$ cat src/rtl/instr_mem_loader_if.sv
// Instruction-field handshake and instruction-memory write bus for instr_mem_loader.
interface instr_mem_loader_if #(
    parameter int ADDR_WIDTH = 8
);
    logic                  Valid_i;
    logic                  Ready_o;
    logic                  Last_i;
    logic [2:0]            Class_i;
    logic [2:0]            Funct3_i;
    logic [6:0]            Funct7_i;
    logic [4:0]            Rd_i;
    logic [4:0]            Rs1_i;
    logic [4:0]            Rs2_i;
    logic [31:0]           Imm_i;
    logic                  Mem_Write_o;
    logic [ADDR_WIDTH-1:0] Mem_Addr_o;
    logic [31:0]           Mem_Data_o;

    modport slave (
        input  Valid_i, Last_i, Class_i, Funct3_i, Funct7_i, Rd_i, Rs1_i, Rs2_i, Imm_i,
        output Ready_o, Mem_Write_o, Mem_Addr_o, Mem_Data_o
    );

    modport master (
        output Valid_i, Last_i, Class_i, Funct3_i, Funct7_i, Rd_i, Rs1_i, Rs2_i, Imm_i,
        input  Ready_o, Mem_Write_o, Mem_Addr_o, Mem_Data_o
    );
endinterface

$ cat src/rtl/instr_mem_loader.sv
// Packs decoded RV32I fields into instruction words and writes them to consecutive addresses.
// Optional macro IMM_RANGE_CHECK_EN enables the sticky immediate-range error flag.
module instr_mem_loader #(
    parameter int                    ADDR_WIDTH = 8,
    parameter logic [ADDR_WIDTH-1:0] BASE_ADDR  = '0
) (
    input  logic                  clk,
    input  logic                  reset,
    input  logic                  Start_i,
    instr_mem_loader_if.slave     bus,
    output logic [ADDR_WIDTH:0]   Count_o,
    output logic                  Done_o,
    output logic                  Error_o
);
    typedef enum logic [1:0] {IDLE, LOAD, WRITE, DONE} state_t;
    typedef enum logic [2:0] {
        CLS_R, CLS_I, CLS_LUI, CLS_JALR, CLS_B, CLS_LW, CLS_SW, CLS_JAL
    } class_t;

    localparam logic [ADDR_WIDTH:0] COUNT_FULL = {1'b1, {ADDR_WIDTH{1'b0}}};

    state_t              state;
    logic                last_q;
    logic [31:0]         enc_word;
    logic [ADDR_WIDTH:0] count_next;

    always_comb begin
        logic [31:0] imm;
        imm      = bus.Imm_i;
        enc_word = '0;
        case (class_t'(bus.Class_i))
            CLS_R:    enc_word = {bus.Funct7_i, bus.Rs2_i, bus.Rs1_i, bus.Funct3_i, bus.Rd_i, 7'h33};
            CLS_I:    enc_word = {imm[11:0], bus.Rs1_i, bus.Funct3_i, bus.Rd_i, 7'h13};
            CLS_LUI:  enc_word = {imm[31:12], bus.Rd_i, 7'h37};
            CLS_JALR: enc_word = {imm[11:0], bus.Rs1_i, 3'b000, bus.Rd_i, 7'h67};
            CLS_B:    enc_word = {imm[12], imm[10:5], bus.Rs2_i, bus.Rs1_i, bus.Funct3_i,
                                  imm[4:1], imm[11], 7'h63};
            CLS_LW:   enc_word = {imm[11:0], bus.Rs1_i, 3'b010, bus.Rd_i, 7'h03};
            CLS_SW:   enc_word = {imm[11:5], bus.Rs2_i, bus.Rs1_i, 3'b010, imm[4:0], 7'h23};
            CLS_JAL:  enc_word = {imm[20], imm[10:1], imm[11], imm[19:12], bus.Rd_i, 7'h6F};
        endcase
    end

`ifdef IMM_RANGE_CHECK_EN
    logic imm_bad;

    // A signed field fits when every bit above its sign bit equals the sign bit.
    always_comb begin
        logic [31:0] imm;
        imm     = bus.Imm_i;
        imm_bad = 1'b0;
        case (class_t'(bus.Class_i))
            CLS_R:                        imm_bad = 1'b0;
            CLS_I, CLS_JALR, CLS_LW, CLS_SW: imm_bad = !((&imm[31:11]) || !(|imm[31:11]));
            CLS_B:   imm_bad = !((&imm[31:12]) || !(|imm[31:12])) || imm[0];
            CLS_JAL: imm_bad = !((&imm[31:20]) || !(|imm[31:20])) || imm[0];
            CLS_LUI: imm_bad = |imm[11:0];
        endcase
    end
`else
    assign Error_o = 1'b0;
`endif

    assign count_next = (Count_o == COUNT_FULL) ? Count_o : Count_o + 1'b1;

    always_ff @(posedge clk or negedge reset) begin
        if (!reset) begin
            state           <= IDLE;
            last_q          <= 1'b0;
            bus.Ready_o     <= 1'b0;
            bus.Mem_Write_o <= 1'b0;
            bus.Mem_Addr_o  <= BASE_ADDR;
            bus.Mem_Data_o  <= '0;
            Count_o         <= '0;
            Done_o          <= 1'b0;
`ifdef IMM_RANGE_CHECK_EN
            Error_o         <= 1'b0;
`endif
        end else begin
            bus.Mem_Write_o <= 1'b0;
            // Start wins in every state; a WRITE in flight has already driven its strobe.
            if (Start_i) begin
                state          <= LOAD;
                bus.Ready_o    <= 1'b1;
                bus.Mem_Addr_o <= BASE_ADDR;
                Count_o        <= '0;
                Done_o         <= 1'b0;
`ifdef IMM_RANGE_CHECK_EN
                Error_o        <= 1'b0;
`endif
            end else begin
                case (state)
                    IDLE: ;
                    LOAD: begin
                        if (bus.Valid_i && bus.Ready_o) begin
                            bus.Mem_Data_o  <= enc_word;
                            last_q          <= bus.Last_i;
                            bus.Mem_Write_o <= 1'b1;
                            bus.Ready_o     <= 1'b0;
                            state           <= WRITE;
`ifdef IMM_RANGE_CHECK_EN
                            Error_o         <= Error_o | imm_bad;
`endif
                        end
                    end
                    WRITE: begin
                        bus.Mem_Addr_o <= bus.Mem_Addr_o + 1'b1;
                        Count_o        <= count_next;
                        if (last_q || count_next == COUNT_FULL) begin
                            state  <= DONE;
                            Done_o <= 1'b1;
                        end else begin
                            state       <= LOAD;
                            bus.Ready_o <= 1'b1;
                        end
                    end
                    DONE: ;
                endcase
            end
        end
    end
endmodule

$ cat src/flat_wrapper.sv
// flat-port wrapper written by rule: the top's interface ports become plain ports
module instr_mem_loader_flat 
#(
    parameter int                    ADDR_WIDTH = 8,
    parameter logic [ADDR_WIDTH-1:0] BASE_ADDR  = '0
)
  (clk, reset, Start_i, Count_o, Done_o, Error_o, bus_Valid_i, bus_Last_i, bus_Class_i, bus_Funct3_i, bus_Funct7_i, bus_Rd_i, bus_Rs1_i, bus_Rs2_i, bus_Imm_i, bus_Ready_o, bus_Mem_Write_o, bus_Mem_Addr_o, bus_Mem_Data_o);
  instr_mem_loader_if #(.ADDR_WIDTH(ADDR_WIDTH)) bus_i ();
  input  logic clk;
  input  logic reset;
  input  logic Start_i;
  output logic [ADDR_WIDTH:0] Count_o;
  output logic Done_o;
  output logic Error_o;
  input wire logic [$bits(bus_i.Valid_i)-1:0] bus_Valid_i;
  input wire logic [$bits(bus_i.Last_i)-1:0] bus_Last_i;
  input wire logic [$bits(bus_i.Class_i)-1:0] bus_Class_i;
  input wire logic [$bits(bus_i.Funct3_i)-1:0] bus_Funct3_i;
  input wire logic [$bits(bus_i.Funct7_i)-1:0] bus_Funct7_i;
  input wire logic [$bits(bus_i.Rd_i)-1:0] bus_Rd_i;
  input wire logic [$bits(bus_i.Rs1_i)-1:0] bus_Rs1_i;
  input wire logic [$bits(bus_i.Rs2_i)-1:0] bus_Rs2_i;
  input wire logic [$bits(bus_i.Imm_i)-1:0] bus_Imm_i;
  output wire logic [$bits(bus_i.Ready_o)-1:0] bus_Ready_o;
  output wire logic [$bits(bus_i.Mem_Write_o)-1:0] bus_Mem_Write_o;
  output wire logic [$bits(bus_i.Mem_Addr_o)-1:0] bus_Mem_Addr_o;
  output wire logic [$bits(bus_i.Mem_Data_o)-1:0] bus_Mem_Data_o;
  assign bus_i.Valid_i = bus_Valid_i;
  assign bus_i.Last_i = bus_Last_i;
  assign bus_i.Class_i = bus_Class_i;
  assign bus_i.Funct3_i = bus_Funct3_i;
  assign bus_i.Funct7_i = bus_Funct7_i;
  assign bus_i.Rd_i = bus_Rd_i;
  assign bus_i.Rs1_i = bus_Rs1_i;
  assign bus_i.Rs2_i = bus_Rs2_i;
  assign bus_i.Imm_i = bus_Imm_i;
  assign bus_Ready_o = bus_i.Ready_o;
  assign bus_Mem_Write_o = bus_i.Mem_Write_o;
  assign bus_Mem_Addr_o = bus_i.Mem_Addr_o;
  assign bus_Mem_Data_o = bus_i.Mem_Data_o;
  instr_mem_loader #(.ADDR_WIDTH(ADDR_WIDTH), .BASE_ADDR(BASE_ADDR)) u_core (.clk(clk), .reset(reset), .Start_i(Start_i), .bus(bus_i), .Count_o(Count_o), .Done_o(Done_o), .Error_o(Error_o));
endmodule
$ cat config.mk
export PLATFORM = sky130hd
export DESIGN_NAME = instr_mem_loader_flat
export DESIGN_NICKNAME = d
export VERILOG_FILES = /design/src/rtl/instr_mem_loader_if.sv /design/src/rtl/instr_mem_loader.sv /design/src/flat_wrapper.sv
export SDC_FILE = /design/constraint.sdc
export NUM_CORES = 1
export LEC_CHECK = 0
export BUFFER_PORTS_ARGS = -buffer_cell sky130_fd_sc_hd__buf_2
export CORE_MARGIN = 2
export CORE_UTILIZATION = 48
export DETAILED_ROUTE_END_ITERATION = 10
export GPL_ROUTABILITY_DRIVEN = 0
export PLACE_DENSITY = 0.88
export SYNTH_ARGS = -nofsm -noshare
export SYNTH_HDL_FRONTEND = slang
export SYNTH_SLANG_ARGS = --single-unit
$ cat constraint.sdc
create_clock -name clk -period 2.9 [get_ports clk]
set_input_delay 0.145 -clock clk [delete_from_list [all_inputs] [get_ports clk]]
set_output_delay 0.145 -clock clk [all_outputs]
set_load 0.01 [all_outputs]
==> results.ini <==
[yosys]
ys_types = 48
syn_area_um2 = 2830
synthTopCellsByCount = 54 x dfrtp_1, 43 x nand2_1, 38 x nor2_1
synth_edf_count = 0
netlist_instances = 311
synth_nets = 379
syn_area_per_cell_um2 = 9.11
synth-main-ff-cell = dfrtp_1
synthMostInstantiatedCell = dfrtp_1
ys_seq_elements = 54
yosys.area.top_type = dfrtp_1
postSynth.asyncResetShare = 1.00
yosysWarnings = 0
synth_area_leaders = dfrtp_1 48%, mux2i_1 8.8%, nand2_1 5.7%
synth_top_area_frac = 0.477
yosysSeqAreaShare = 0.477

[global_route]
grt_pass1_vias = 2457
grt_usage = 0.217
grt_pass1_wl_um = 11100
grt-ovfl-total = 0
grt_max_degree = 36
antenna_found_initial = 0

[cells_and_area]
drive_above_1_share = 0.313
stdcell_count = 490
syn_to_final_growth_pct = 24.5
antenna_cells = 0
seq_area_um2 = 1350
fill_cells = 488
layout.nets = 485
multi_input_area_um2 = 1340

[die]
start_util = 0.505
io_pins = 118
die_area_um2 = 6540
fp.dieH_um = 80.8
num_rows = 27
core_um2 = 5610
die_x_um = 80.8

[critical_path]
cpMostUsedCell = a221o_1
crit_arrival_ps = 2380
crit_path_start_kind = flip-flop
slowest_stage = dfrtp_1
worstPathMaxFanout = 7
critPathKind = flip-flop to flip-flop
cp_cell_sequence = ha_1 > or3_1 > a311oi_1 > mux2i_1 > a221o_1 > a221o_1
critical-path-max-stage-delay_ps = 460
setup.worst_path.end_class = flip-flop
worstPathRequired_ps = 3090

[timing]
finalCritPeriodShare = 0.755
slew_headroom = 0.388
grt_setup_unrepaired = no
max_freq_mhz = 457
drv_slew = 0
skew_ps = 7.79
min_period_ps = 2190
setup_viol = 0
tightest_slew_ps = 915
finalSetupTns_ps = 0
final_hold_viol_count = 0

[clock_tree]
clock_latency_ps = 300
cts_sinks = 54
htree_levels = 2
cts.clk_slew.worst_paths_ps = 90
cts_root_buf = clkbuf_8
tritoncts = built
max-clock-path-buffers = 2
numCtsBuffers = 5

[pwr]
p_leak_nw = 1.86
power_density_nw_per_um2 = 556
ir_drop_uv = 327

[routing]
drt_first_pass_iters = 4
finalWirelength_um = 6750
drc_errors = 0
vias = 2593
wire_per_inst_um = 13.8
ant_nets = 0
drtIter0Drc = 92
vias_per_cell = 5.29

[placed_design]
place_inst = 481
io_buffers = 116
dp_hpwl_um = 5190

[hold_path]
hp-class = input pin to flip-flop

[outcome]
status = completed

[run]
cap_violations = 0

## sequential cells by signal, summed over array words and instances (netlist names)
signal                  cells
u_core.Count_o              9
u_core.bus.Mem_Addr_o       8
u_core.Done_o               1
u_core.bus.Mem_Write_o      1
u_core.bus.Ready_o          1
u_core.last_q               1
u_core.bus.Mem_Data_o      31
u_core.state                2
## logic make-up (layout without fill, tap and decap cells)
kind of cell               Yosys count  count (layout)  synth area share
xor gates and xnor gates            15              15            0.0464
AOI/OAI and AO/OA                   65              65             0.136
DFF                                 54              54             0.477
adders and majority gates            3               3            0.0132
other                                1               1           0.00132
and+or+nand+nor                    117             117             0.187
buffers and inverters               31             138            0.0508
muxes                               25              25            0.0883
## final cells by class
type                            count  area share
Clock buffer                        7      0.0245
Multi-Input combinational cell    226       0.379
Clock inverter                      1     0.00142
Sequential cell                    54       0.383
Tap cell                           72      0.0255
Inverter                            8     0.00851
Timing Repair Buffer              122       0.178
## routing by layer
| layer | vias up | GRT usage | wire [µm] |
|---|---|---|---|
| met5 | - | 0 | 0 |
| met4 | 0 | 0.0678 | 127 |
| met3 | 14 | 0.0667 | 622 |
| met2 | 102 | 0.372 | 3270 |
| met1 | 1205 | 0.262 | 2730 |
| li1 | 1272 | - | - |
## worst paths after layout
| path | start | to | slack (ps) | cells after the start |
|---|---|---|---|---|
| max | u_core.Count_o[0]$_DFFE_PN0P_ | u_core.bus.Ready_o$_DFFE_PN0P_ | 710 | 6 |
| min | bus_Last_i | u_core.last_q$_DFFE_PN0P_ | 40 | 3 |
| max reg2reg | u_core.Count_o[0]$_DFFE_PN0P_ | u_core.bus.Ready_o$_DFFE_PN0P_ | 710 | 6 |
| min reg2reg | u_core.bus.Mem_Data_o[23]$_DFFE_PN0P_ | u_core.bus.Mem_Data_o[23]$_DFFE_PN0P_ | 490 | 2 |
| max in group asynchronous | reset | u_core.bus.Mem_Data_o[1]$_DFFE_PN0P_ | 1770 | 3 |
| min in group asynchronous | reset | u_core.Count_o[2]$_DFFE_PN0P_ | 320 | 2 |
## metrics by stage
step	hold slack [ps]	util	instance area, µm²	total power [mW]	setup WS [ps]
global route	38.7	0.629	3530	2.09	561
detailed placement	115	0.611	3430	1.55	742
finish	40.2	0.629	3530	1.96	710
CTS	29.6	0.629	3530	1.99	726
floorplan	-151	-	2830	1.28	820
global placement	101	0.611	3430	1.53	788
## report_power, final
| group | internal (mW) | switching [mW] | total (mW) |
|---|---|---|---|
| combinational | 0.237 | 0.302 | 0.539 |
| clock | 0.193 | 0.234 | 0.428 |
| sequential | 0.904 | 0.0904 | 0.994 |
| total | 1.33 | 0.627 | 1.96 |
## worst max-delay path: cells and delay by family, from the launching register on
kind                       cells  cell delay, ps
AOI/OAI and AO/OA              3             900
DFF                            1             460
and+or+nand+nor                1             310
adders and majority gates      1             290
muxes                          1             110
## repair_timing
action                                 4_1_cts  5_1_grt
setup buffers                                0        0
endpoints found under the hold margin       19        0
hold buffers                                 1        0
gates resized for setup                      0        0
## cells in the final DEF, fill, tap and decap left out, types with 2 or more instances in the layout
master	n
buf_4	5
dfrtp_1	54
xnor2_1	6
buf_2	116
nand2_1	43
and4_1	2
nor2b_1	4
o21ai_0	2
o21ai_1	29
a22oi_1	2
a21o_1	2
a211oi_1	2
a221oi_1	2
a221o_1	2
nor3_1	2
nand3_1	8
nor2_1	38
ha_1	3
clkbuf_8	6
nand4_1	7
inv_1	6
mux2i_1	25
xor2_1	9
nand2b_1	4
inv_2	2
a21oi_1	14
o22ai_1	2
(Power assumes the default switching activity.)
